===== config.mk =====
export PLATFORM = sky130hd
export DESIGN_NAME = mdu_ctrl
export DESIGN_NICKNAME = d
export VERILOG_FILES = /design/src/rtl/mdu_pkg.sv /design/src/rtl/mdu_iter.sv /design/src/rtl/mdu_ctrl.sv
export SDC_FILE = /design/constraint.sdc
export NUM_CORES = 1
export LEC_CHECK = 0
export CAP_MARGIN = 30
export CORE_MARGIN = 2
export CORE_UTILIZATION = 54
export DETAILED_ROUTE_END_ITERATION = 10
export GPL_ROUTABILITY_DRIVEN = 0
export PLACE_DENSITY = 0.79
export SETUP_SLACK_MARGIN = 0.02
export SLEW_MARGIN = 20
export SYNTH_ARGS = -nofsm -noshare
export SYNTH_HDL_FRONTEND = slang
export SYNTH_SLANG_ARGS = --single-unit

===== constraint.sdc =====
create_clock -name clk -period 3.3 [get_ports clk]
set_input_delay 0.495 -clock clk [delete_from_list [all_inputs] [get_ports clk]]
set_output_delay 0.495 -clock clk [all_outputs]
set_load 0.01 [all_outputs]

===== src/rtl/mdu_pkg.sv =====
// Shared types for the multiply/divide unit: operation codes, sequencer
// states and the iteration-counter width helper.
package mdu_pkg;

  typedef enum logic [2:0] {
    OP_NOP   = 3'd0,
    OP_MULT  = 3'd1,
    OP_MULTU = 3'd2,
    OP_DIV   = 3'd3,
    OP_DIVU  = 3'd4,
    OP_MTHI  = 3'd5,
    OP_MTLO  = 3'd6
  } mdu_op_e;

  typedef enum logic [1:0] {
    IDLE = 2'd0,
    CALC = 2'd1,
    SIGN = 2'd2
  } mdu_state_e;

  localparam int unsigned MDU_WIDTH = 32;

  // Counter must hold 0..WIDTH, hence one bit more than log2.
  function automatic int unsigned mdu_cnt_w(input int unsigned width);
    return $clog2(width) + 1;
  endfunction

  localparam int unsigned MDU_CNT_W = mdu_cnt_w(MDU_WIDTH);

endpackage


===== src/rtl/mdu_iter.sv =====
// One radix-2 step on the {acc, shreg} pair: shift-add for multiply
// (shreg holds the multiplier, product shifts in from the top) or
// restoring subtract for divide (shreg holds the dividend, quotient
// bits shift in from the bottom). Purely combinational.
module mdu_iter #(
  parameter int WIDTH = 32
) (
  input  logic             is_div,
  input  logic [WIDTH-1:0] acc_i,
  input  logic [WIDTH-1:0] shreg_i,
  input  logic [WIDTH-1:0] opnd_i,
  output logic [WIDTH-1:0] acc_o,
  output logic [WIDTH-1:0] shreg_o
);

  logic [WIDTH:0] sum;
  logic [WIDTH:0] rem_sh;
  logic [WIDTH:0] diff;

  // Select between the multiply and divide step.
  always_comb begin
    sum    = {1'b0, acc_i} + (shreg_i[0] ? {1'b0, opnd_i} : {(WIDTH+1){1'b0}});
    rem_sh = {acc_i, shreg_i[WIDTH-1]};
    diff   = rem_sh - {1'b0, opnd_i};
    if (is_div) begin
      // diff[WIDTH] is the borrow: set when the partial remainder is smaller.
      if (!diff[WIDTH]) begin
        acc_o   = diff[WIDTH-1:0];
        shreg_o = {shreg_i[WIDTH-2:0], 1'b1};
      end else begin
        acc_o   = rem_sh[WIDTH-1:0];
        shreg_o = {shreg_i[WIDTH-2:0], 1'b0};
      end
    end else begin
      acc_o   = sum[WIDTH:1];
      shreg_o = {sum[0], shreg_i[WIDTH-1:1]};
    end
  end

endmodule


===== src/rtl/mdu_ctrl.sv =====
// Iterative multiply/divide sequencer owning HI/LO.
// Optional macro MDU_EARLY_OUT_EN: multiply leaves CALC once the remaining
// multiplier bits are zero; results are identical, only latency changes.
// Handshake: start is sampled only in IDLE; busy is high while an operation
// is in flight (start is ignored then, nothing is queued); done pulses for
// one cycle in the same cycle the new HI/LO become visible and busy drops.
module mdu_ctrl
  import mdu_pkg::*;
#(
  parameter int WIDTH = 32
) (
  input  logic             clk,
  input  logic             reset,
  input  logic             start,
  input  logic [2:0]       op,
  input  logic [WIDTH-1:0] srca,
  input  logic [WIDTH-1:0] srcb,
  input  logic             cancel,
  output logic             busy,
  output logic             done,
  output logic [WIDTH-1:0] hi,
  output logic [WIDTH-1:0] lo,
  output logic [1:0]       dbg_state
);

  localparam int unsigned CW = mdu_cnt_w(WIDTH);
  localparam logic [CW-1:0] LAST_CNT = CW'(WIDTH - 1);

  mdu_state_e       state_q, state_d;
  logic [CW-1:0]    cnt_q, cnt_d;
  logic [WIDTH-1:0] acc_q, acc_d;
  logic [WIDTH-1:0] shreg_q, shreg_d;
  logic [WIDTH-1:0] opnd_q, opnd_d;
  logic             is_div_q, is_div_d;
  logic             neg_lo_q, neg_lo_d;
  logic             neg_hi_q, neg_hi_d;
  logic [WIDTH-1:0] hi_q, hi_d;
  logic [WIDTH-1:0] lo_q, lo_d;
  logic             done_q, done_d;

  logic             op_div, op_signed, is_muldiv;
  logic             a_neg, b_neg, b_zero;
  logic [WIDTH-1:0] a_abs, b_abs;
  logic [WIDTH-1:0] it_acc, it_shreg;
  logic [2*WIDTH-1:0] aligned;
  logic             early_exit;
  logic [2*WIDTH-1:0] prod_fix;
  logic [WIDTH-1:0] q_fix, r_fix;

  // Operand decode: magnitudes for signed ops plus the sign flags.
  always_comb begin
    op_div    = (op == OP_DIV) || (op == OP_DIVU);
    op_signed = (op == OP_MULT) || (op == OP_DIV);
    is_muldiv = (op == OP_MULT) || (op == OP_MULTU) || op_div;
    a_neg     = op_signed && srca[WIDTH-1];
    b_neg     = op_signed && srcb[WIDTH-1];
    b_zero    = (srcb == '0);
    a_abs     = a_neg ? -srca : srca;
    b_abs     = b_neg ? -srcb : srcb;
  end

  mdu_iter #(.WIDTH(WIDTH)) u_iter (
    .is_div  (is_div_q),
    .acc_i   (acc_q),
    .shreg_i (shreg_q),
    .opnd_i  (opnd_q),
    .acc_o   (it_acc),
    .shreg_o (it_shreg)
  );

`ifdef MDU_EARLY_OUT_EN
  logic [WIDTH-1:0] rem_mask;
  logic [CW-1:0]    shamt;
  // Early exit: low (WIDTH-1-cnt) bits of shreg still hold unprocessed
  // multiplier bits; once they are zero the product only needs aligning.
  always_comb begin
    rem_mask   = {WIDTH{1'b1}} >> (cnt_q + 1'b1);
    shamt      = LAST_CNT - cnt_q;
    early_exit = !is_div_q && ((it_shreg & rem_mask) == '0);
    aligned    = {it_acc, it_shreg} >> shamt;
  end
`else
  // Fixed-length iteration: the product is already aligned at the last step.
  always_comb begin
    early_exit = 1'b0;
    aligned    = {it_acc, it_shreg};
  end
`endif

  // Sign fix applied in SIGN: product/quotient by neg_lo, remainder by neg_hi.
  always_comb begin
    prod_fix = neg_lo_q ? -{acc_q, shreg_q} : {acc_q, shreg_q};
    q_fix    = neg_lo_q ? -shreg_q : shreg_q;
    r_fix    = neg_hi_q ? -acc_q : acc_q;
  end

  // Sequencer next-state, datapath loads and HI/LO writes.
  always_comb begin
    state_d  = state_q;
    cnt_d    = cnt_q;
    acc_d    = acc_q;
    shreg_d  = shreg_q;
    opnd_d   = opnd_q;
    is_div_d = is_div_q;
    neg_lo_d = neg_lo_q;
    neg_hi_d = neg_hi_q;
    hi_d     = hi_q;
    lo_d     = lo_q;
    done_d   = 1'b0;
    unique case (state_q)
      IDLE: begin
        // cancel in the same cycle drops the start.
        if (start && !cancel) begin
          if (is_muldiv) begin
            state_d  = CALC;
            cnt_d    = '0;
            acc_d    = '0;
            shreg_d  = op_div ? a_abs : b_abs;
            opnd_d   = op_div ? b_abs : a_abs;
            is_div_d = op_div;
            // Divide by zero keeps the all-ones quotient unsigned.
            neg_lo_d = (a_neg ^ b_neg) && !(op_div && b_zero);
            neg_hi_d = op_div && a_neg;
          end else if (op == OP_MTHI) begin
            hi_d = srca;
          end else if (op == OP_MTLO) begin
            lo_d = srca;
          end
        end
      end
      CALC: begin
        if (cancel) begin
          state_d = IDLE;
        end else begin
          acc_d   = it_acc;
          shreg_d = it_shreg;
          cnt_d   = cnt_q + 1'b1;
          if ((cnt_q == LAST_CNT) || early_exit) begin
            state_d = SIGN;
            acc_d   = aligned[2*WIDTH-1:WIDTH];
            shreg_d = aligned[WIDTH-1:0];
          end
        end
      end
      SIGN: begin
        state_d = IDLE;
        if (!cancel) begin
          done_d = 1'b1;
          if (is_div_q) begin
            lo_d = q_fix;
            hi_d = r_fix;
          end else begin
            hi_d = prod_fix[2*WIDTH-1:WIDTH];
            lo_d = prod_fix[WIDTH-1:0];
          end
        end
      end
      default: state_d = IDLE;
    endcase
  end

  // State and datapath registers with synchronous reset.
  always_ff @(posedge clk) begin
    if (reset) begin
      state_q  <= IDLE;
      cnt_q    <= '0;
      acc_q    <= '0;
      shreg_q  <= '0;
      opnd_q   <= '0;
      is_div_q <= 1'b0;
      neg_lo_q <= 1'b0;
      neg_hi_q <= 1'b0;
      hi_q     <= '0;
      lo_q     <= '0;
      done_q   <= 1'b0;
    end else begin
      state_q  <= state_d;
      cnt_q    <= cnt_d;
      acc_q    <= acc_d;
      shreg_q  <= shreg_d;
      opnd_q   <= opnd_d;
      is_div_q <= is_div_d;
      neg_lo_q <= neg_lo_d;
      neg_hi_q <= neg_hi_d;
      hi_q     <= hi_d;
      lo_q     <= lo_d;
      done_q   <= done_d;
    end
  end

  assign busy      = (state_q != IDLE);
  assign done      = done_q;
  assign hi        = hi_q;
  assign lo        = lo_q;
  assign dbg_state = state_q;

endmodule


* Yosys cells after proc, flatten, opt, wreduce, memory -nomap -nowiden
Index checks and enable logic that the tools add are counted.
Storage, ports and cells: input bits 71, output and inout port bits 68, register bits after elaboration 172
Operators by class: bitwise gates (word level) 2, multiplexer cells 43, reduce and logical (&&, ||, !) cells 23, equality and inequality tests 18, $add $sub $neg 8
Operator list (count):
- $mux W32 | 27
- $pmux W32 S2 | 4
- $neg A32 Y32 | 4
- $mux W64 | 1
- $neg A64 Y64 | 1
- $add A32 B33 Y33 | 1
- $sub A33 B32 Y33 | 1
- $logic_not A32 Y1 | 1
- $mux W6 | 3
- $ne A2 B2 Y1 const B | 8
- $pmux W6 S2 | 1
- $eq A3 B3 Y1 const B | 3
- $mux W2 | 4
- $add A6 B1 Y6 const B | 1
- $eq A3 B2 Y1 const B | 2
- $eq A6 B5 Y1 const B | 1
- $logic_and A1 B1 Y1 | 6
- $reduce_and A3 Y1 | 2
- $reduce_and A6 Y1 | 1
- $reduce_bool A2 Y1 | 3
- $reduce_and A5 Y1 | 1
- $logic_or A1 B1 Y1 | 4
- $pmux W2 S2 | 1
- $reduce_and A4 Y1 | 1
- other kinds (10) | 12

* Longest topological paths before layout
depth in word-level cells 8, depth in mapped cells 16

* Modules after synthesis
From an unflattened synthesis, not the netlist that was laid out.
Unflattened totals: cells, all modules 2117, area, all modules 15260.9 sq um
By module, submodules not included:
- mdu_ctrl | cells each 1454, times used 1, area each 10670.2 sq um
- mdu_iter | cells each 663, times used 1, area each 4590.7 sq um

* Worst setup path before layout
OpenSTA, ideal clock, no wires.
path kind register -> register, start register shreg_q[31], end register acc_q[20], clock period less this slack 3248 ps, data arrival time 3121 ps, buffers on the path 2, library setup time 127 ps, slack 52 ps, stages on the path, launching flop included 16, cells stage by stage dfxtp_1 clkbuf_1 inv_1 ha_1 fa_1 nor2b_1 o2111ai_1 nand3b_1 o2111ai_1 and2_1 a221oi_1 and2_1 buf_2 mux2i_1 o21ai_0 or3_1
Between the ends: longest elaborated chain between the ends 5
RTL lines:
- start: declaration | RTL line mdu_ctrl.sv:32 | logic [WIDTH-1:0] shreg_q, shreg_d;
- start signal: assignment | RTL line mdu_ctrl.sv:180 | shreg_q <= shreg_d;
- $sub A33 B32 Y33 | RTL line mdu_iter.sv:24 | diff = rem_sh - {1'b0, opnd_i};
- $mux W32 | RTL line mdu_iter.sv:27 | if (!diff[WIDTH]) begin
- $mux W32 | RTL line mdu_iter.sv:25 | if (is_div) begin
- $mux W32 | RTL line mdu_ctrl.sv:132 | if (cancel) begin
- $pmux W32 S2 | RTL line mdu_ctrl.sv:110 | unique case (state_q)
- end signal: assignment | RTL line mdu_ctrl.sv:167 | acc_q <= '0;
- end signal: assignment | RTL line mdu_ctrl.sv:179 | acc_q <= acc_d;
- end: declaration | RTL line mdu_ctrl.sv:31 | logic [WIDTH-1:0] acc_q, acc_d;
No other way between the ends. The select of a mux whose other input is x is not followed. A chain may end at the register's enable or synchronous reset.

* Final worst setup path
start register shreg_q[0], end register acc_q[26]
Between the ends: longest elaborated chain between the ends 5
RTL lines:
- $mux W32 | RTL line mdu_iter.sv:22 | sum = {1'b0, acc_i} + (shreg_i[0] ? {1'b0, opnd_i} : {(WIDTH+1){1'b0}});
- $add A32 B33 Y33 | RTL line mdu_iter.sv:22
- $mux W32 | RTL line mdu_iter.sv:25
- $mux W32 | RTL line mdu_ctrl.sv:132
- $pmux W32 S2 | RTL line mdu_ctrl.sv:110
No other way between the ends. The select of a mux whose other input is x is not followed.

==> run summary <==
Final nets = 2443
Fin. Hold Viols = 0
1st-iter DRT viols = 2963
Post-route worst setup slack = -0.00914 ns
Synthesized instance count = 2045
Main combinational cell family by area after synthesis = compound AO/OA/AOI/OAI gates
RSZ-0062 raised after global routing = true
Root buf cell = clkbuf_16
Syn Area/Cell = 7.13 sq um
Simple-gate portion of the synthesized area = 23.0%
H-tree Lvls = 4
WP data arrival = 3.64 ns
DRC = 0
Top cells by area, synth = dfxtp_1 (24%), a21oi_1 (7.4%), nand2_1 (6.6%)
Slew Limit Fails = 0
Vias in the first global route = 15700
Peak supply drop = 0.336 mV
Period Utilization, post-route = 100%
# IOs = 139
Total number of vias = 17500
DRT Pass-1 Iters = 7
Antenna violations before repair = 0
Routed wire length = 58400 microns
Failing checks = setup timing
Sequential cell area fraction in the yosys report = 23.6%
Maxcap violations = 0
Wire length of the first global-routing pass = 87100 microns
Crit Path Class = reg -> reg
Clock sinks = 172
Area leader, netlist = dfxtp_1
GRT Total Usage = 39.0%
XOR/XNOR Fraction of Synth Area = 10.2%
Outcome = finished with violations
Crit. End Element = flop
Area share of the largest cell type after synthesis = 23.6%
Primary FF master, synth = dfxtp_1
Final total power = 6.26 mW
Worst setup SP type = flop
DIE WIDTH = 168 microns
Mux share of post-synthesis cell area = 3.46%
Endpoints failing setup = 1
Share of post-route cells with drive strength above 1 = 15.0%
Unique masters post-synth = 77
Worst-Margin Slew = 0.816 ns
DR WL met3 = 8400 microns
Largest net degree at the start of global routing = 73
Most common cell in the netlist = nand2_1
Antenna cells = 0
DR WL/cell = 22.0 microns
Max Buffers Root-to-Sink = 2
Pwr/cell area = 334 nW/um^2
Port bufs = 138
Clk_lat worst skew = 0.45 ns
Compound-Gate Fraction of Synth Area = 28.2%
Asr flop ratio synth = 0%
Rel. slew slack = 45.6%
Met2 wire len = 24500 microns
Synthesized-area fraction occupied by adder cells = 6.20%
Total CTS buffers = 17
CTS tree = done
Critical path fanouts, max = 5
Finished Core Util = 70.1%
Hpwl dp = 43200 microns
Cell Rows = 60
Mapped Area = 14600 sq um
Clk slew on worst S/H paths = 0.07 ns
Critical Path RT = 3.63 ns
Floorplan core area = 26700 sq um
Layout area overhead = 28.5%
Die Height = 168 microns
Post-synth EDFFs = 0
DIE AREA = 28300 sq um
P_leak = 7.54 nW
Final worst path period need = 3.31 ns
Syn. warnings = 0
Starting Density = 54.6%
Metal1 wirelength = 21700 microns
Vias per cell = 6.60
Total grt overflow = 0
FMAX = 0.302 GHz
Hold Crit Class = in -> reg
Commonest cells in the netlist = nand2_1 (256), nor2_1 (237), a21oi_1 (216), dfxtp_1 (172), o21ai_0 (122)
Post-synthesis net count = 2187
Synthesis-stage register bit count = 172
Antenna viol nets, final = 0
Hold-fix buffers at CTS = 0
Layout Skew = 0.0192 ns
Top Layer Used = met4
metal layers:
metal | vias up | track usage, %
li1 | 7860 | -
met1 | 8024 | 51.0
met2 | 1354 | 57.8
met3 | 286 | 10.6
met4 | 0 | 22.3
met5 | - | 0
metrics by stage:
stage / TNS (ns) / std cells / hold WS (ns) / worst slack, ns / area [sq um]
after global routing: -0.186 / 2655 / 0.314 / -0.0730 / 18700
after floorplan: 0 / 2045 / 0.432 / 0.0516 / 14600
after global placement: -6.13 / 2606 / 0.441 / -0.373 / 17600
after CTS: -0.0108 / 2640 / 0.310 / -0.0108 / 18300
final: -0.00914 / 2655 / 0.320 / -0.00914 / 18700
after detailed placement: -7.91 / 2606 / 0.446 / -0.414 / 17600
cell families after synthesis:
kind of cell,Yosys count
XOR/XNOR,170
multiplexers,50
adder cells (fa/ha/maj),71
AO/OA/AOI/OAI,645
AND/OR/NAND/NOR,736
buffers and inverters,201
flip-flops,172
cell usage in the layout, fill, tap and decap left out, types with 10 or more instances in the layout:
master	netlist	final
nand2_1	256	256
nor2_1	237	234
buf_4	0	229
a21oi_1	216	210
dfxtp_1	172	166
clkdlybuf4s50_1	0	126
o21ai_0	122	117
xnor2_1	86	85
xor2_1	84	84
ha_1	69	66
inv_1	62	61
nor3_1	59	56
a211oi_1	55	53
nand3_1	52	48
mux2i_1	47	47
a21o_1	36	36
o31ai_1	27	25
o211ai_1	22	22
a22oi_1	22	21
a31oi_1	20	20
or3_1	20	18
clkbuf_16	0	17
nand2b_1	16	16
o21a_1	16	15
a311oi_1	13	13
nor2b_1	14	12
nand4_1	12	12
or4_1	13	11
and3_1	11	11
dlymetal6s2s_1	0	11
o21bai_1	10	10
final timing paths:
path | startpoint | to | slack, ns | cells after the start
worst max-delay path | shreg_q[0]$_SDFFE_PP0P_ | acc_q[26]$_SDFFE_PP0P_ | -0.009 | 15
worst min register to register | opnd_q[7]$_SDFFE_PP0P_ | opnd_q[7]$_SDFFE_PP0P_ | 0.46 | 2
worst min-delay path | reset | acc_q[1]$_SDFFE_PP0P_ | 0.32 | 2
worst max register to register | shreg_q[0]$_SDFFE_PP0P_ | acc_q[26]$_SDFFE_PP0P_ | -0.009 | 15
power by group:
part | internal [mW] | switching (mW) | leakage [nW]
sequential | 2.14 | 0.0776 | 1.40
clock | 1.07 | 1.03 | 0.283
combinational | 0.800 | 1.14 | 5.86
total | 4.01 | 2.24 | 7.54
registers in the layout (all words and copies together), names as in the netlist:
register / flops
acc_q: 32
hi: 32
lo: 32
opnd_q: 32
shreg_q: 32
cnt_q: 6
dbg_state: 2
done: 1
is_div_q: 1
neg_hi_q: 1
neg_lo_q: 1
layout make-up:
| cell class | instances | area, sq um |
|---|---|---|
| clock buffers | 17 | 425 |
| clock inverters | 15 | 154 |
| fillers | 2092 | 7990 |
| inverters | 62 | 238 |
| multi-input cells | 1672 | 10700 |
| flip-flops and latches | 172 | 3450 |
| well taps | 341 | 427 |
| repair buffers | 376 | 3290 |
worst max-delay path: stages (launching register included):
cell and delay [ns]:
dfxtp_4 0.37, inv_6 0.08, nor2_1 0.04, ha_1 0.36, nand3_1 0.09, o211ai_1 0.33, nand3_2 0.20, a2111oi_4 0.39
buf_4 0.18, o21bai_1 0.06, o211ai_1 0.19, buf_4 0.19, a31oi_1 0.09, xor2_1 0.16, and3_1 0.20, a2111oi_2 0.28
what timing repair did:
item / 4_1_cts / 5_1_grt
setup buffers: 2 / 15
gates resized for setup: 17 / 72
pin swaps: 3 / 46
endpoints found under the setup margin: 18 / 45
endpoints found under the hold margin: 0 / 0
No activity file was read; power rests on OpenSTA's default activity.
